**config.mk**
```make
export PLATFORM = sky130hd
export DESIGN_NAME = async_fifo_rptr_gray
export DESIGN_NICKNAME = d
export VERILOG_FILES = /design/src/rtl/async_fifo_rptr_gray.sv
export SDC_FILE = /design/constraint.sdc
export NUM_CORES = 1
export LEC_CHECK = 0
export CORE_MARGIN = 2
export CORE_UTILIZATION = 29
export DETAILED_ROUTE_END_ITERATION = 10
export GPL_TIMING_DRIVEN = 0
export SYNTH_ARGS = -nofsm -noshare
export SYNTH_HDL_FRONTEND = slang
export SYNTH_SLANG_ARGS = --single-unit
```
**constraint.sdc**
```tcl
create_clock -name rclk -period 3.1 [get_ports rclk]
set_clock_uncertainty 0.05 [all_clocks]
set_input_delay 0.62 -clock rclk [delete_from_list [all_inputs] [get_ports rclk]]
set_output_delay 0.62 -clock rclk [all_outputs]
set_load 0.1 [all_outputs]
```
**src/rtl/async_fifo_rptr_gray.sv**
```systemverilog
// Read-side pointer/status for the dual-clock FIFO; optional sticky underflow via FIFO_RPTR_UNDERFLOW_EN.
// Latency: pointer/flags/level registered one rclk after rinc or rq2_wptr; raddr is a direct register output.
// Backpressure: rinc is ignored while rempty=1, so reads never pass the synchronised write pointer.
module async_fifo_rptr_gray #(
  parameter int ADDR_W    = 4,
  parameter int AE_THRESH = 2
) (
  input  logic              rclk,
  input  logic              rrst_n,
  input  logic              rinc,
  input  logic [ADDR_W:0]   rq2_wptr,
  output logic [ADDR_W:0]   rptr,
  output logic [ADDR_W-1:0] raddr,
  output logic              rempty,
  output logic              ralmost_empty,
  output logic [ADDR_W:0]   rlevel,
  output logic              runderflow
);

  localparam logic [ADDR_W:0] AE_LIM = (ADDR_W+1)'(AE_THRESH);

  logic [ADDR_W:0] rbin;
  logic [ADDR_W:0] rbin_next;
  logic [ADDR_W:0] rgray_next;
  logic [ADDR_W:0] wbin;
  logic [ADDR_W:0] level_next;
  logic            rd;

  assign rd         = rinc & ~rempty;
  assign rbin_next  = rbin + {{ADDR_W{1'b0}}, rd};
  assign rgray_next = (rbin_next >> 1) ^ rbin_next;

  // Gray-to-binary: each binary bit is the XOR of all Gray bits at or above it.
  always_comb begin
    wbin         = '0;
    wbin[ADDR_W] = rq2_wptr[ADDR_W];
    for (int i = ADDR_W - 1; i >= 0; i--) begin
      wbin[i] = wbin[i+1] ^ rq2_wptr[i];
    end
  end

  assign level_next = wbin - rbin_next;

  always_ff @(posedge rclk or negedge rrst_n) begin
    if (!rrst_n) begin
      rbin          <= '0;
      rptr          <= '0;
      rempty        <= 1'b1;
      ralmost_empty <= 1'b1;
      rlevel        <= '0;
    end else begin
      rbin          <= rbin_next;
      rptr          <= rgray_next;
      rempty        <= (rgray_next == rq2_wptr);
      rlevel        <= level_next;
      ralmost_empty <= (level_next <= AE_LIM);
    end
  end

  assign raddr = rbin[ADDR_W-1:0];

`ifdef FIFO_RPTR_UNDERFLOW_EN
  always_ff @(posedge rclk or negedge rrst_n) begin
    if (!rrst_n) begin
      runderflow <= 1'b0;
    end else if (rinc && rempty) begin
      runderflow <= 1'b1;
    end
  end
`else
  assign runderflow = 1'b0;
`endif

endmodule

```
# Word-level counts from Yosys, hierarchy flattened

Cells that the tools add are included.

Output and inout port bits: 17
Bits of input ports: 8
Word-level logic and storage cells: 16
Register bits after elaboration: 17

Bitwise gates (word level): 7
Eq/ne operators: 1
Magnitude comparators: 1
$add $sub $neg: 2

Operators by type and width:

| cell                 | number |
|---|---|
| $add A5 B1 Y5        | 1 |
| $eq A5 B5 Y1         | 1 |
| $le A5 B2 Y1 const B | 1 |
| $sub A5 B5 Y5        | 1 |
| $xor A4 B5 Y5        | 1 |
| $xor A1 B1 Y1        | 4 |
| $and A1 B1 Y1        | 1 |
| $not A1 Y1           | 1 |

# Longest topological paths before layout

Depth after elaboration: 6
Gate-level depth with buffers: 9
Gate-level depth less buffers: 9

# Worst setup path after synthesis

OpenSTA, ideal clock, no wires.

Path type: register -> register
Start point: register rbin[0]
End point: register ralmost_empty
Library setup time: 0.105 ns
Setup slack: 0.226 ns
Arrival time: 2.719 ns
Stages on the path, launching flop included: 9
Clock period less this slack: 2.874 ns
Path buffers: 0
Cell sequence: dfrtp_1 > ha_1 > nand3_1 > xor2_1 > ha_1 > a21o_1 > a31oi_1 > xnor2_1 > a2111oi_2

Word-level cells in the longest chain between the ends: 3

RTL lines:

| what                    | RTL line | source |
|---|---|---|
| from (decl)             | 22       | `logic [ADDR_W:0] rbin;` |
| from (signal assigned)  | 52       | `rbin <= rbin_next;` |
| $add A5 B1 Y5           | 30       | `assign rbin_next = rbin + {{ADDR_W{1'b0}}, rd};` |
| $sub A5 B5 Y5           | 42       | `assign level_next = wbin - rbin_next;` |
| named net level_next[4] | 26       | `logic [ADDR_W:0] level_next;` |
| $le A5 B2 Y1            | 56       | `ralmost_empty <= (level_next <= AE_LIM);` |
| to (signal assigned)    | 56       |  |
| to (decl)               | 15       | `output logic ralmost_empty,` |

The timed path passes the listed nets, and every way through them passes these cells.

# Worst setup path in the final report

Start point: input port rinc
End point: register ralmost_empty

Word-level cells in the longest chain between the ends: 4

RTL lines:

| what                    | RTL line | source |
|---|---|---|
| from (decl)             | 10       | `input logic rinc,` |
| $and A1 B1 Y1           | 29       | `assign rd = rinc & ~rempty;` |
| $add A5 B1 Y5           | 30       |  |
| $sub A5 B5 Y5           | 42       |  |
| named net level_next[4] | 26       |  |
| $le A5 B2 Y1            | 56       |  |

The timed path passes the listed nets, and every way through them passes these cells.

==> results.cfg <==
[run_status]
status = completed

[cts]
worstSkewPairLatency_ps = 280
path_clk_slew_ps = 100
cts_tree = yes
cts_root_buffer = clkbuf_4
cts_hold_buf = 0
cts_max_path_buffers = 2
clock-sinks = 16
numCtsBuffers = 3
htreeDepth = 1

[die]
core_um2 = 2978
initial_core_util = 0.2975
die_y_um = 59.27
fp-row-count = 20
io_pins = 25
die_w_um = 59.27
die-area_um2 = 3513

[worst_setup_path]
worstReg2RegStart = rempty$_DFF_PN1_
ff2ff_setup_slack_ps = 540
path_class = primary input to flip-flop
startpoint = rinc
cp_max_fo = 5
crit_path_end_kind = flip-flop
r2r_end = ralmost_empty$_DFF_PN1_
crit_required_ps = 3230
critical_path_arrival_ps = 3030
critical_path.endpoint = ralmost_empty$_DFF_PN1_
r2r_cells = 8
startpoint_type = primary input

[routing]
vias = 587
drt_pass1_iterations = 4
wl_per_cell_um = 11.62
viasPerCell = 4.381
antenna_left = 0
wl_um = 1557
drt_iter0_markers = 2
drc = 0

[finish]
fin_area_um2 = 1250
n_antenna_cell = 0
final_cell_count_no_fill = 134
final_nets = 117
utilization = 0.4197
n_fill_cell = 292
area.growth.synth_to_final_pct = 41.10
drive_gt1_frac = 0.1683

[timing]
max_freq_mhz = 344.2
tightest_slew_ps = 977.4
period_share = 0.9371
period_needed_ps = 2905
rsz0062_at_grt = false
setup_viol = 0
report.final.hold_viol_count = 0
slew_headroom = 0.3463
finalMaxSlewViolations = 0
worst_slack_ps = 195.0

[synth]
netlist_area_um2 = 885.9
avgSynthCellArea_um2 = 12.48
synth_cell_types = 22
synth_top_area_frac = 0.3955
synthCells = 71
synth_nets = 86
ys.warnings.count = 0
synth_area_leader_cell = dfrtp_1
seq_area_frac_synth = 0.4548
synth_area_leaders = dfrtp_1, xnor2_1, ha_1
ys_ff_latch = 16

[min_path]
hp-class = flip-flop to flip-flop

[grt]
antenna_found_initial = 0
grt_usage = 0.1076
gr-total-overflow = 0
grt_pass1_wl_um = 2739
grt_pass1_vias = 606
grt_max_degree = 17

[placement]
dp_cells = 127
gp_congestion = 0.6843
dpl_cell_area_um2 = 1157
port-buffer-count = 23
dp_hpwl_um = 1265
pre_cts_ws_ps = -618.2

[job]
cap_violations = 0
==> critical path, cell delays in order <==
cell	delay, ps
clkdlybuf4s50_1	450
nor2b_1	180
ha_1	290
nand3_1	150
xor2_2	190
ha_1	350
a21o_1	190
a31oi_1	180
xnor2_1	140
a2111oi_2	300
==> layout make-up <==
class,instances,area (um^2),share of cell area
plain buffers,3,22.52,0.01802
clock buffers,4,36.28,0.02903
inverters,6,22.52,0.01802
multi-input cells,46,466.7,0.3734
flip-flops and latches,16,402.9,0.3223
well taps,33,41.29,0.03303
repair buffers,26,257.7,0.2062
==> synth_stat cells (all sizes together) <==
cell type / count
nand2: 1
nor2b: 2
xor3: 2
dfrtp: 14
nand3: 2
conb: 1
dfstp: 2
fa: 1
a2111oi: 1
a21oi: 2
inv: 6
and4b: 1
and3b: 1
a21o: 2
a31oi: 1
xnor2: 15
ha: 6
a311oi: 1
xor2: 6
buf: 3
nand4: 1
==> kinds of logic after synthesis <==
kind of cell | count (synthesis) | synth area share
XOR/XNOR | 23 | 0.2627
other | 1 | 0.004233
buffers and inverters | 9 | 0.05084
flip-flops | 16 | 0.4548
AND/OR/NAND/NOR | 8 | 0.05791
adder cells (fa/ha/maj) | 7 | 0.1073
AO/OA/AOI/OAI | 7 | 0.06214
==> registers in the layout, indices dropped and copies added, names as in the netlist <==
signal and cells:
rempty 1, rlevel 5, ralmost_empty 1, rptr 4, rbin 5
==> per-stage QoR <==
stage               hold WS [ps]  setup TNS (ps)
finish                     517.7               0
global route               557.4               0
CTS                        529.4               0
detailed placement         514.0           -1069
global placement           506.2          -795.6
floorplan                  274.4               0
==> worst min path at each step <==
stage                                    to  depth (start not counted)         startpoint
final                     rbin[4]$_DFF_PN0_                          1  rbin[4]$_DFF_PN0_
after global routing      rbin[4]$_DFF_PN0_                          1  rbin[4]$_DFF_PN0_
after CTS                 rbin[4]$_DFF_PN0_                          1  rbin[4]$_DFF_PN0_
after detailed placement  rbin[4]$_DFF_PN0_                          1  rbin[4]$_DFF_PN0_
after global placement    rbin[4]$_DFF_PN0_                          1  rbin[4]$_DFF_PN0_
after floorplan           rbin[0]$_DFF_PN0_                          0             rrst_n
==> layer usage <==
layer	up-vias	GRT usage	part of all wire
li1	287	-	-
met1	286	0.1293	0.41
met2	12	0.1758	0.52
met3	2	0.01965	0.049
met4	0	0.06818	0.017
met5	-	0	0
==> repair_timing <==
| action | CTS | global route |
|---|---|---|
| cloned | 0 | 0 |
| endpoints found under the setup margin | 2 | 1 |
| setup buffers | 2 | 1 |
| gates resized for setup | 2 | 4 |
| pin swaps | 3 | 4 |
| endpoints found under the hold margin | 0 | 0 |
==> cells in the final DEF (no fill, tap or decap) <==
cell type / netlist / layout
buf_4: 3 / 6
a311oi_1: 1 / 1
nand2_1: 1 / 1
dfstp_2: 2 / 2
ha_1: 6 / 6
dlymetal6s2s_1: 0 / 2
nand4_1: 1 / 1
conb_1: 1 / 1
clkdlybuf4s50_1: 0 / 21
xor2_1: 6 / 4
xor3_2: 1 / 1
nor2b_1: 2 / 2
xor2_2: 0 / 1
a2111oi_2: 1 / 1
xor2_4: 0 / 1
nand3_1: 2 / 2
dfrtp_1: 14 / 14
inv_1: 6 / 6
a21o_1: 2 / 2
and4b_1: 1 / 1
fa_2: 0 / 1
a21oi_1: 2 / 2
xnor2_1: 15 / 15
a31oi_1: 1 / 1
xor3_1: 1 / 1
clkbuf_8: 0 / 1
and3b_1: 1 / 1
clkbuf_4: 0 / 3
Power is not shown: default switching activity piles up to over one toggle a cycle in this logic, so the estimate is an artifact.
